$ cat src/rtl/jtag_scan_master.sv
// Host-side JTAG initiator: runs one IR or DR scan per request, walking the TAP Idle -> Shift -> Idle.
// Optional JTAG_SCAN_MASTER_TAP_RESET_EN: after reset, drive TMS=1 x5 then TMS=0 to force the target into Run-Test/Idle.
`timescale 1ns/1ps
module jtag_scan_master #(
  parameter int MAX_BITS  = 64,
  parameter int CLK_DIV   = 4,
  parameter int LEN_WIDTH = $clog2(MAX_BITS + 1)
) (
  input  logic                 iCLK,
  input  logic                 iRST_N,
  input  logic                 iSTART,
  input  logic                 iIR_SCAN,
  input  logic [LEN_WIDTH-1:0] iLEN,
  input  logic [MAX_BITS-1:0]  iDATA,
  output logic [MAX_BITS-1:0]  oDATA,
  output logic                 oBUSY,
  output logic                 oDONE,
  output logic                 oTCK,
  output logic                 oTMS,
  output logic                 oTDI,
  input  logic                 iTDO
);

  typedef enum logic [2:0] {
    S_IDLE, S_HEAD, S_SHIFT, S_TAIL, S_FINISH, S_RST_ENTRY, S_TAP_RST
  } state_e;

  localparam int                   DIV_W    = (CLK_DIV > 1) ? $clog2(CLK_DIV) : 1;
  localparam logic [DIV_W-1:0]     DIV_LAST = DIV_W'(CLK_DIV - 1);
  localparam logic [LEN_WIDTH-1:0] LEN_MAX  = LEN_WIDTH'(MAX_BITS);
  localparam logic [LEN_WIDTH-1:0] LEN_ONE  = LEN_WIDTH'(1);
`ifdef JTAG_SCAN_MASTER_TAP_RESET_EN
  localparam state_e RESET_STATE = S_RST_ENTRY;
`else
  localparam state_e RESET_STATE = S_IDLE;
`endif

  state_e               state_q, state_d;
  logic [DIV_W-1:0]     div_q, div_d;
  logic                 tck_q, tck_d, tms_q, tms_d, tdi_q, tdi_d;
  logic                 busy_q, busy_d, done_q, done_d, ir_q, ir_d;
  logic [LEN_WIDTH-1:0] len_q, len_d, cnt_q, cnt_d;
  logic [MAX_BITS-1:0]  tx_q, tx_d, rx_q, rx_d, mask_q, mask_d;

  logic [LEN_WIDTH-1:0] len_in, cnt_inc, head_last;

  always_comb begin
    // NOTE: every signal gets a default first so no path through the case infers a latch.
    state_d = state_q;
    div_d   = div_q;
    tck_d   = tck_q;
    tms_d   = tms_q;
    tdi_d   = tdi_q;
    busy_d  = busy_q;
    done_d  = 1'b0;
    ir_d    = ir_q;
    len_d   = len_q;
    cnt_d   = cnt_q;
    tx_d    = tx_q;
    rx_d    = rx_q;
    mask_d  = mask_q;

    len_in    = (iLEN > LEN_MAX) ? LEN_MAX : iLEN;
    cnt_inc   = cnt_q + LEN_ONE;
    head_last = ir_q ? LEN_WIDTH'(3) : LEN_WIDTH'(2);

    case (state_q)
      S_IDLE: begin
        if (iSTART && (len_in != '0)) begin
          state_d = S_HEAD;
          busy_d  = 1'b1;
          ir_d    = iIR_SCAN;
          len_d   = len_in;
          cnt_d   = '0;
          div_d   = '0;
          tck_d   = 1'b0;
          tms_d   = 1'b1;
          tdi_d   = 1'b0;
          tx_d    = iDATA;
          mask_d  = MAX_BITS'(1);
          rx_d    = rx_q & ~({MAX_BITS{1'b1}} << len_in);
        end
      end
      S_FINISH: state_d = S_IDLE;
      S_RST_ENTRY: begin
        state_d = S_TAP_RST;
        busy_d  = 1'b1;
        tms_d   = 1'b1;
        cnt_d   = '0;
        div_d   = '0;
      end
      default: begin
        // TCK-generating states; each TCK period is one entry of the TMS walk.
        if (div_q != DIV_LAST) begin
          div_d = div_q + DIV_W'(1);
        end else begin
          div_d = '0;
          tck_d = ~tck_q;
          if (!tck_q) begin
            if (state_q == S_SHIFT)
              rx_d = iTDO ? (rx_q | mask_q) : (rx_q & ~mask_q);
          end else begin
            cnt_d = cnt_inc;
            case (state_q)
              S_HEAD: begin
                tms_d = ir_q && (cnt_inc == LEN_ONE);
                if (cnt_q == head_last) begin
                  state_d = S_SHIFT;
                  cnt_d   = '0;
                  tms_d   = (len_q == LEN_ONE);
                  tdi_d   = tx_q[0];
                  tx_d    = tx_q >> 1;
                end
              end
              S_SHIFT: begin
                if (cnt_q == len_q - LEN_ONE) begin
                  state_d = S_TAIL;
                  cnt_d   = '0;
                  tms_d   = 1'b1;
                  tdi_d   = 1'b0;
                end else begin
                  mask_d = mask_q << 1;
                  tms_d  = (cnt_inc == len_q - LEN_ONE);
                  tdi_d  = tx_q[0];
                  tx_d   = tx_q >> 1;
                end
              end
              S_TAIL: begin
                if (cnt_q == '0) begin
                  tms_d = 1'b0;
                end else begin
                  // TMS parks high so the next scan's first period needs no mid-low change.
                  state_d = S_FINISH;
                  busy_d  = 1'b0;
                  done_d  = 1'b1;
                  tms_d   = 1'b1;
                end
              end
              S_TAP_RST: begin
                if (cnt_q == LEN_WIDTH'(5)) begin
                  state_d = S_IDLE;
                  busy_d  = 1'b0;
                  tms_d   = 1'b1;
                end else begin
                  tms_d = (cnt_inc != LEN_WIDTH'(5));
                end
              end
              default: ;
            endcase
          end
        end
      end
    endcase
  end

  always_ff @(posedge iCLK or negedge iRST_N) begin
    if (!iRST_N) begin
      state_q <= RESET_STATE;
      div_q   <= '0;
      tck_q   <= 1'b0;
      tms_q   <= 1'b1;
      tdi_q   <= 1'b0;
      busy_q  <= 1'b0;
      done_q  <= 1'b0;
      ir_q    <= 1'b0;
      len_q   <= '0;
      cnt_q   <= '0;
      tx_q    <= '0;
      rx_q    <= '0;
      mask_q  <= '0;
    end else begin
      // NOTE: non-blocking assignments keep every flop updating from pre-edge values.
      state_q <= state_d;
      div_q   <= div_d;
      tck_q   <= tck_d;
      tms_q   <= tms_d;
      tdi_q   <= tdi_d;
      busy_q  <= busy_d;
      done_q  <= done_d;
      ir_q    <= ir_d;
      len_q   <= len_d;
      cnt_q   <= cnt_d;
      tx_q    <= tx_d;
      rx_q    <= rx_d;
      mask_q  <= mask_d;
    end
  end

  assign oTCK  = tck_q;
  assign oTMS  = tms_q;
  assign oTDI  = tdi_q;
  assign oBUSY = busy_q;
  assign oDONE = done_q;
  assign oDATA = rx_q;

endmodule

$ cat config.mk
export PLATFORM = sky130hd
export DESIGN_NAME = jtag_scan_master
export DESIGN_NICKNAME = d
export VERILOG_FILES = /design/src/rtl/jtag_scan_master.sv
export SDC_FILE = /design/constraint.sdc
export NUM_CORES = 1
export LEC_CHECK = 0
export CORE_MARGIN = 1
export CORE_UTILIZATION = 46
export CTS_CLUSTER_SIZE = 28
export DETAILED_ROUTE_END_ITERATION = 7
export PLACE_DENSITY = 0.68
export SKIP_CTS_REPAIR_TIMING = 1
export SYNTH_ARGS = -nofsm -noshare
export SYNTH_HDL_FRONTEND = slang
export SYNTH_SLANG_ARGS = --single-unit
$ cat constraint.sdc
create_clock -name iCLK -period 8.49 [get_ports iCLK]
set_input_delay 2.1225 -clock iCLK [delete_from_list [all_inputs] [get_ports iCLK]]
set_output_delay 2.1225 -clock iCLK [all_outputs]
set_load 0.05 [all_outputs]
==> results of run 1 <==
-- per-stage QoR --
stage,hold WS (ns),util (%)
2_1_floorplan,0.454,-
3_3_place_gp,0.475,53.6
3_5_place_dp,0.484,53.6
4_1_cts,0.499,57.5
5_1_grt,0.512,57.5
6_report,0.493,57.5
-- cells in the mapped netlist, types with 15 or more instances --
cell,number,area [um^2]
nand2_1,233,875
dfrtp_1,216,5410
a22o_1,113,990
nor2_1,78,293
clkbuf_1,71,267
mux2_4,50,751
o21ai_0,33,165
o221ai_1,32,280
nand3_1,26,130
o211ai_1,25,188
a21oi_1,23,115
inv_1,16,60.1
a311oi_1,15,131
mux2_2,15,169
-- cell type report --
class,instances,area share [%]
well taps,319,2.93
clock inverters,15,1.92
inverters,16,0.441
clock buffers,30,4.81
multi-input cells,795,38.8
repair buffers,154,11.2
flip-flops and latches,217,39.9
-- metal layers --
layer / global-route usage (%) / part of all wire, % / vias up
li1: - / - / 4216
met1: 34.7 / 45 / 4483
met2: 36.2 / 46 / 262
met3: 3.86 / 6.0 / 61
met4: 7.74 / 2.8 / 0
met5: 0 / 0 / -
-- worst max-delay path by stage --
stage / depth (start not counted) / startpoint / end
after CTS: 8 / iLEN[6] / tx_q[49]
after floorplan: 10 / iLEN[0] / tx_q[0]
after detailed placement: 8 / iLEN[6] / tx_q[49]
after global placement: 8 / iLEN[6] / tx_q[49]
final: 8 / iLEN[2] / tx_q[50]
after global routing: 8 / iLEN[2] / tx_q[50]
-- power breakdown --
part | switching (W) | internal [W]
clock network | 0.000432 | 0.000762
registers | 0.00000113 | 0.00104
logic | 0.0000545 | 0.0000416
total | 0.000487 | 0.00184
-- cell families (layout without fill, tap and decap cells) --
kind of cell / Yosys count / in the layout
mux: 68 / 68
flops: 217 / 217
buf+inv: 109 / 215
fa+ha+maj: 6 / 6
compound gates: 287 / 287
xor+xnor: 17 / 17
simple gates: 417 / 417
==> metrics, run 1 <==
status finished, final reports clean; post-synthesis compound-gate area fraction between 10% and 20%; Final Hold Fails 0; Detailed Route WL 29500 um; Avg Inst Size Synth 10.0 um^2; crit-path max FO 31; root buffer cell clkbuf_16; sequential fraction of the synthesis area 48.4%; reg-to-reg slack, setup 4.46 ns; Final #Nets 1291; CTS tree done; Slowest Stage Delay on Critical Path 0.86 ns; largest family of logic cells by synthesized area compound AO/OA/AOI/OAI gates; Top FF cell, synth dfrtp_1; mux contribution to synthesized area 8.47%; number of distinct library cells after synthesis 69; initial antenna violation count 1; final slew viol count 0; Port Buf Inserts roughly 140; CTS max path bufs 3; CP required around 8.9 ns; power per cell area 171 mW/mm^2; CP top delay family simple AND/OR/NAND/NOR gates; wire per inst 19.1 um; antenna viol nets, final 0; R2R Path Start cnt_q[5]; setup TNS 0 ns; mapped cell area roughly 0.011 mm^2; Hold WC Path Type flip-flop to flip-flop; most frequent cells in the layout 233 x nand2_1, 216 x dfrtp_1, 143 x clkdlybuf4s50_1, 113 x a22o_1, 78 x nor2_1; GP Congestion about 0.90; Post-Synth XOR/XNOR Area 1.39%; via count 9022; die height 158 um; post-synthesis register bit count 217; DR iter-0 viols between 700 and 800; share of cells above drive strength 1 11.2%; Critical path buffers and inverters 2; Core ar. between 0.02 and 0.025 mm^2; Max Clock Freq 176 MHz; yosys warns 0; Post-synth ARST share 100%; Final Cell Area 0.0136 mm^2; # fillers 2083; critical path type primary input to flip-flop; DP Area 0.0127 mm^2; Arrival @ worst endpoint 6.08 ns; largest net degree at the start of global routing roughly 140; VDD IR max 145 uV; wire length of the first global-routing pass 47200 um; final setup vio count 0; hold path depth 1; fin cells around 1500; CTS Sinks ~220; crit-path cells clkdlybuf4s50_1, or3_1, o211ai_2, a21o_1, a211o_2, nor2b_4, buf_4, mux2_2; GRT Residual Overflow 0; Total Power 0.00233 W; CTS clk-pin slew, worst paths about 0.060 ns; Starting Density 47.4%; Slew Limit Headroom 26.0%; Pre-Repair DR Iteration Count 6; Crit-path slowest cell nor2b_4; Antenna Diode Count 0; total area of sequential cells 0.00543 mm^2; Die ar. between 0.02 and 0.03 mm^2; H-tree depth 1; post-synthesis simple-gate area fraction 16.4%; multi-input logic area about 0.0053 mm^2; std cell rows 56; CTS Buf Count 25; die width 158 um; DR vias/cell 5.84; Final min period 5.68 ns; most common cell after layout, fill and taps aside nand2_1; syn nets 1203; Final HPWL DP about 19000 um; Final period util between 60% and 70%; cell count after synthesis 1121; RSZ-0062 raised after global routing false; number of synthesized flops with an enable pin 0; leak pwr 6.05 nW; final routed DRC violation total 0; Worst-Margin Slew 1.11 ns; placed cell count 1501; min setup slack post-route 2.81 ns; Crit. End Element flip-flop; gr usage total 23.9%; I/O pin count 145; vias in the first global route 8778; clock latency on the worst-skew pair 0.52 ns; FF-to-FF End tx_q[50]; startpoint types primary input; pre-CTS WS 2.34 ns; Synth Area in Adders less than 1%; P&R area growth vs syn 21.4%; Final Skew 0.00815 ns; R2R cell count 7; Max-Cap Viols 0
(Power assumes the default switching activity.)
==> run 2: changes to the inputs <==
==> constraint.sdc (replaced) <==
create_clock -name iCLK -period 5.5 [get_ports iCLK]
set_input_delay 1.375 -clock iCLK [delete_from_list [all_inputs] [get_ports iCLK]]
set_output_delay 1.375 -clock iCLK [all_outputs]
set_load 0.05 [all_outputs]
==> metrics, run 2 (synthesis gave the netlist of run 1 again) <==
status finished, final reports clean (unchanged); Detailed Route WL 29200 um (was 29500 um); die width 158 um (unchanged); Final #Nets 1296 (was 1291); wire per inst 18.8 um (was 19.1 um); critical path type primary input to flip-flop (unchanged); final routed DRC violation total 0 (unchanged); Crit. End Element flip-flop (unchanged); DR iter-0 viols 665 (was 729); Hold WC Path Type flip-flop to flip-flop (unchanged); Worst Setup SP iLEN[1] (was iLEN[2]); reg-to-reg slack, setup 2.17 ns (was 4.46 ns); DR vias/cell 5.85 (was 5.84); Slew Limit Headroom 41.4% (was 26.0%); CTS Buf Count 25 (unchanged); CTS tree done (unchanged); Arrival @ worst endpoint 4.40 ns (was 6.08 ns); leak pwr 6.08 nW (was 6.05 nW); Final Skew 0.0159 ns (was 0.00815 ns); FF-to-FF End mask_q[15] (was tx_q[50]); GP Congestion 0.859 (was 0.897); crit-path max FO 65 (was 31); vias in the first global route 8699 (was 8778); clock latency on the worst-skew pair 0.53 ns (was 0.52 ns); CP Capture Point tx_q[49] (was tx_q[50]); antenna viol nets, final 0 (unchanged); Final period util between 70% and 80%; via count 9072 (was 9022); I/O pin count 145 (unchanged); Final Util 57.6% (was 57.5%); CP required 5.92 ns (was 8.89 ns); final setup vio count 0 (unchanged); final slew viol count 0 (unchanged); initial antenna violation count 1 (unchanged); R2R Path Start len_q[0] (was cnt_q[5]); Max-Cap Viols 0 (unchanged); RSZ-0062 raised after global routing false (unchanged); hold path start div_q[0]; CTS clk-pin slew, worst paths 0.06 ns (about the same); crit-path cells clkdlybuf4s50_1, or3_1, o211ai_2, buf_4, a21o_1, a211o_2, nor2b_4, buf_12, mux2_2 (was clkdlybuf4s50_1, or3_1, o211ai_2, a21o_1, a211o_2, nor2b_4, buf_4, mux2_2); setup TNS 0 ns (unchanged); power per cell area 255 mW/mm^2 (was 171 mW/mm^2); GRT Residual Overflow 0 (unchanged); Starting Density 47.4% (unchanged); gr usage total 23.7% (was 23.9%); root buffer cell clkbuf_16 (unchanged); Crit-path slowest cell clkdlybuf4s50_1 (was nor2b_4); most frequent cells in the layout 233 x nand2_1, 216 x dfrtp_1, 143 x clkdlybuf4s50_1, 113 x a22o_1, 78 x nor2_1 (unchanged); Die ar. 0.0250 mm^2 (unchanged); VDD IR max 215 uV (was 145 uV); Core ar. 0.0237 mm^2 (unchanged); Max Clock Freq 251 MHz; Antenna Diode Count 0 (unchanged); Slowest Stage Delay on Critical Path 0.79 ns (was 0.86 ns); R2R cell count 9 (was 7); Hold WS 0.491 ns (was 0.493 ns); Final min period 3.98 ns; CTS max path bufs 3 (unchanged); largest net degree at the start of global routing 112 (was 138); most common cell after layout, fill and taps aside nand2_1 (unchanged); std cell rows 56 (unchanged); Port Buf Inserts 144 (unchanged); Worst-Margin Slew 0.879 ns (was 1.11 ns); share of cells above drive strength 1 11.7% (was 11.2%); startpoint types primary input (unchanged); wire length of the first global-routing pass 46700 um (was 47200 um); Final Hold Fails 0 (unchanged); CTS Sinks 217 (unchanged); Pre-Repair DR Iteration Count 5 (was 6); H-tree depth 1 (unchanged); P&R area growth vs syn 21.7% (was 21.4%); die height 158 um (unchanged); Final HPWL DP 18900 um (was 18800 um)
## run 2: through the flow
step	instance area, um^2	power [W]	worst slack (ns)	std cells
after floorplan	11200	0.00167	1.97	1121
after CTS	13700	0.00350	1.57	1551
after detailed placement	12800	0.00178	1.03	1506
after global placement	12800	0.00178	1.15	1506
after global routing	13700	0.00358	1.44	1551
final	13700	0.00347	1.52	1551
## run 2: how the worst min path moves through the flow
stage,to,slack [ns],depth (start not counted)
3_3_place_gp,div_q[1],0.47,2
2_1_floorplan,div_q[1],0.45,2
5_1_grt,div_q[0],0.51,1
3_5_place_dp,div_q[0],0.48,1
4_1_cts,div_q[0],0.49,1
6_report,div_q[0],0.49,1
## run 2: critical path, delay by kind of cell
kind	cells	cell delay (ns)
buffers and inverters	3	1.37
AOI/OAI and AO/OA	3	0.68
and+or+nand+nor	2	0.52
muxes	1	0.39
## run 2: area by class of cell
cell class,instances,area [um^2]
timing repair buffer,159,1610
multi-input combinational,795,5280
tap,319,399
sequential,217,5430
fill,2104,10000
clock buffer,38,774
clock inverter,7,93.8
inverter,16,60.1
## run 2: layer usage
layer | vias up | part of all wire (%) | global-route usage (%) | routed length [um]
li1 | 4240 | - | - | -
met1 | 4500 | 46 | 34.3 | 13300
met3 | 50 | 5.6 | 3.31 | 1650
met4 | 2 | 2.4 | 6.68 | 705
met2 | 280 | 46 | 36.8 | 13500
met5 | - | 0.055 | 0 | 16
## run 2: where the power goes
part | internal, W | switching [W]
clock network | 0.00106 | 0.000663
registers | 0.00160 | 0.00000184
logic | 0.0000665 | 0.0000846
==> RTL edit 1: new RTL, flow settings as in run 2 <==
Change the parameter `CLK_DIV` from 4 to 2.
--- a/src/rtl/jtag_scan_master.sv
+++ b/src/rtl/jtag_scan_master.sv
@@ -5,3 +5,3 @@
   parameter int MAX_BITS  = 64,
-  parameter int CLK_DIV   = 4,
+  parameter int CLK_DIV   = 2,
   parameter int LEN_WIDTH = $clog2(MAX_BITS + 1)
Function: changed (Yosys sat finds a counterexample within 4 cycles, from zero or initial values and one cycle with iRST_N low).
==> RTL edit 1 against run 2 <==
Sequential share of layout area rose by 1.8 points; die area fell by 5.6%; sequential cell count fell by 1; wire length fell by 1.2%; register-to-register slack got worse by 0.17 ns; non-clock buffer count rose by 3; worst setup slack got worse by 0.19 ns; via count barely moved; final area fell by 4.9%; synthesized cell count rose by 2.4%; area after synthesis fell by 5.6%; critical path type unchanged.
Power is not compared: it rests on default switching activity, and its combinational part moved more than twofold at a synthesized area within 25%.
==> RTL edit 1: results (changes against run 2) <==
diode count 0 (unchanged); Post-DP HPWL 18.9 mm (about the same); synth unique cells 62 (-10%); filler cell count 2029 (-3.6%); Post-synth ARST share 1.00 (unchanged); dpl cell area 0.0122 mm² (-4.7%); first-pass GRT wire length 46.7 mm (-0.13%); WP data arrival 4.62 ns (+0.22 ns); initial antenna violation count 0 (-1); via/cell ratio 5.84 (-0.12%); LEAKAGE 5.53 nW; length of the first detailed-routing pass in iterations 8 (+3); Post-DRT Antenna Nets 0 (unchanged); VDD IR max 0.000347 V; reg-to-reg slack, setup 2.00 ns (-0.17 ns); ys flop type dfrtp_1; Port Buffer Count 144 (unchanged); clk slew on worst S/H paths 0.06 ns (about the same); Commonest cells post-synth dfrtp_1 (215), nand2_1 (202), nor2_1 (114); worst r2r path cells 8 (-1); status finished, final reports clean; final hold vios 0 (unchanged); syn_nets 1229 (+2.2%); fraction of layout cells with a size suffix above 1 0.0567 (-0.0601); clock tree root buffer cell clkbuf_16; drt wl/cell 18.5 µm (-1.4%); Crit Reg-Reg Endpoint mask_q[45]$_DFFE_PN0P_; GP Congestion 0.883 (+2.7%); 1st-iter DRT viols 742 (+12%); Global Route Usage Sum 0.244 (+0.00738); Hold WC Path Type reg -> reg; # placed instances 1508 (+0.13%); htree depth 1 (unchanged); synth warn 0 (unchanged); Slew @ Worst Pin 1.04 ns (+0.166 ns); vias in the first global route 8599 (-1.1%); main area contributors after synthesis dfrtp_1 (51%), nand2_1 (7.2%), a22o_1 (5.3%); CP Max Fanout 34 (-48%); hold_ws 0.497 ns (+0.00566 ns); Finished Layout Cells 1554 (+0.19%); hold path cells 2 (+1); NumNets Final 1331 (+2.7%); NetSw 2.44 mW; largest net degree at the start of global routing 129 (+15%); CTS Buf Count 25 (unchanged); register area share after synthesis 0.511 (+0.0265); worst reg2reg startpoint state_q[1]$_DFFE_PN0P_; post-place setup slack 0.851 ns (-0.180 ns); Syn Area/Cell 9.22 µm² (-7.9%); clock latency on the worst-skew pair 0.52 ns; Clock Tree Buf Depth 3 (unchanged); worst clock skew 0.0168 ns (+0.000855 ns)
==> RTL edit 1: worst max-delay path by stage <==
stage / startpoint / endpoint / slack [ns] / cells past startpoint
after CTS: iLEN[5] / mask_q[45]$_DFFE_PN0P_ / 1.41 / 8
final: iLEN[5] / mask_q[45]$_DFFE_PN0P_ / 1.33 / 8
after detailed placement: iLEN[5] / mask_q[45]$_DFFE_PN0P_ / 0.85 / 8
after global placement: iLEN[5] / mask_q[42]$_DFFE_PN0P_ / 0.96 / 8
after global routing: iLEN[5] / mask_q[44]$_DFFE_PN0P_ / 1.04 / 8
after floorplan: iLEN[5] / flip-flop / 2.25 / 9
==> RTL edit 1: metal layers <==
layer	vias up	track usage	wire length [µm]
met2	329	0.373	13200
met3	37	0.0347	1970
met5	-	0	0
li1	4268	-	-
met4	0	0.0533	510
met1	4445	0.367	13100
==> RTL edit 1: area by class of cell <==
cell class | count | area, µm² | share of cell area
Clock inverter | 9 | 80.1 | 0.00617
Multi-Input combinational cell | 823 | 4750 | 0.366
Sequential cell | 216 | 5410 | 0.416
Tap cell | 285 | 357 | 0.0275
Inverter | 22 | 82.6 | 0.00636
Clock buffer | 37 | 721 | 0.0555
Timing Repair Buffer | 162 | 1590 | 0.123
==> RTL edit 1: worst max-delay path: stages <==
cell             delay [ns]
clkdlybuf4s50_1        0.60
nor4_1                 0.71
a211o_1                0.50
nand2_1                0.09
nand2_1                0.15
a211o_2                0.48
buf_4                  0.47
a22o_1                 0.22
==> RTL edit 1: power groups by stage <==
| stage | Sequential, mW | Combinational [mW] | Clock [mW] |
|---|---|---|---|
| 5_1_grt | 2.22 | 2.58 | 1.71 |
| 2_1_floorplan | 2.29 | 1.58 | 0 |
| 3_5_place_dp | 2.19 | 2.30 | 0 |
| 3_3_place_gp | 2.19 | 2.27 | 0 |
| 4_1_cts | 2.17 | 2.31 | 1.65 |
| 6_report | 2.18 | 2.30 | 1.62 |
==> RTL edit 1: kinds of logic after synthesis <==
family,count (synthesis),synth area share
compound gates,359,0.219
buf+inv,109,0.0449
mux,45,0.0427
xor+xnor,25,0.0221
simple gates,389,0.154
fa+ha+maj,5,0.00591
flops,216,0.511
==> RTL edit 2: new RTL, config.mk and constraints of run 2 <==
Without the edit above. The output `oDONE` loses its register stage (`done_q` becomes a continuous assignment).
--- a/src/rtl/jtag_scan_master.sv
+++ b/src/rtl/jtag_scan_master.sv
@@ -163,3 +163,2 @@
       busy_q  <= 1'b0;
-      done_q  <= 1'b0;
       ir_q    <= 1'b0;
@@ -178,3 +177,2 @@
       busy_q  <= busy_d;
-      done_q  <= done_d;
       ir_q    <= ir_d;
@@ -187,2 +185,4 @@
   end
+
+  assign done_q = done_d;
 
Behaviour: no difference found for any inputs over 4 cycles, from zero or initial values and one cycle with iRST_N low; that may be too few to reach the edited logic, so the function may still have changed.
==> RTL edit 2 against run 2 <==
Worst setup slack worse by 0.48 ns; hold slack worse by 0.0029 ns; first-iteration DRC count is 8.9% higher; wire length is 0.64% higher; clock skew is 0.0043 ns higher; total power is 1.6% higher; highest routed layer is now met4; final area is 0.12% lower; maximum frequency is 11% lower; cell count hardly changed; area after synthesis is 0.22% lower; largest cell class unchanged; count of clock-buffer cells in the layout is 8 lower; sequential cell count is 1 lower.
==> RTL edit 2: results (changes against run 2) <==
syn_nets 1202 (-0.083%); WP data arrival 3.08 ns (-1.32 ns); seq_cells 216 (-0.46%); via/cell ratio 5.78 (-1.2%); worst clock skew 0.0203 ns (+0.00435 ns); hold_ws 0.488 ns (-0.00291 ns); Critical Path Start state_q[1]$_DFFE_PN0P_; register area share after synthesis 0.483 (-0.00115); slew margin rel. 0.403 (-0.0109); sequential power share 0.451 (-0.010); Syn Area/Cell 9.99 µm² (-0.13%); M3 GR Usage 0.0361 (+0.00301); met3 wire len 1.84 mm (+11%); LEAKAGE 6.07 nW (-0.11%); vias in the first global route 8617 (-0.94%); Commonest cells post-synth nand2_1 (233), dfrtp_1 (215), a22o_1 (113); met2 usage 0.364 (-0.00404); sequential cell area share 0.396 (-0.00136); CLK BUF 30 (-21%); post-place setup slack 0.889 ns (-0.142 ns); fraction of layout cells with a size suffix above 1 0.120 (+0.00315); dpl cell area 0.0127 mm² (-0.33%); 1st-iter DRT viols 724 (+8.9%); VDD IR max 0.000204 V (-5.2%); Worst setup endpoint oDONE; status finished, final reports clean; Signal buf overhead 0.117 (-0.00114); final wirelength 29.3 mm (+0.64%); initial antenna violation count 0 (-1); Period Utilization, post-route 0.811 (+0.0870); fraction of area in multi-input gates 0.388 (+0.000460); DR vias 8970 (-1.1%); Clock buf/inv share 0.0656 (+0.00200)
## RTL edit 2: changes by cell type in the layout (fill, tap and decap cells not counted), moves of 2 or more
| cell | run 2 | this run |
|---|---|---|
| clkbuf_8 | 10 | 4 |
| clkinv_4 | 0 | 2 |
| clkbuf_1 | 3 | 1 |
| buf_4 | 11 | 14 |
| clkinv_2 | 2 | 6 |
| bufinv_16 | 2 | 4 |
| buf_12 | 4 | 2 |
## RTL edit 2: logic make-up after synthesis
| group | share of synthesized area |
|---|---|
| AOI/OAI and AO/OA | 0.200 |
| and+or+nand+nor | 0.165 |
| DFF | 0.483 |
| adders and majority gates | 0.00671 |
| muxes | 0.0849 |
| xor gates and xnor gates | 0.0140 |
| buffers and inverters | 0.0471 |
## RTL edit 2: critical path: stages (launching register included)
cell	delay (ns)
dfrtp_1	0.92
and3_1	0.52
nand2_1	0.16
nor2_1	0.13
clkdlybuf4s50_1	0.81
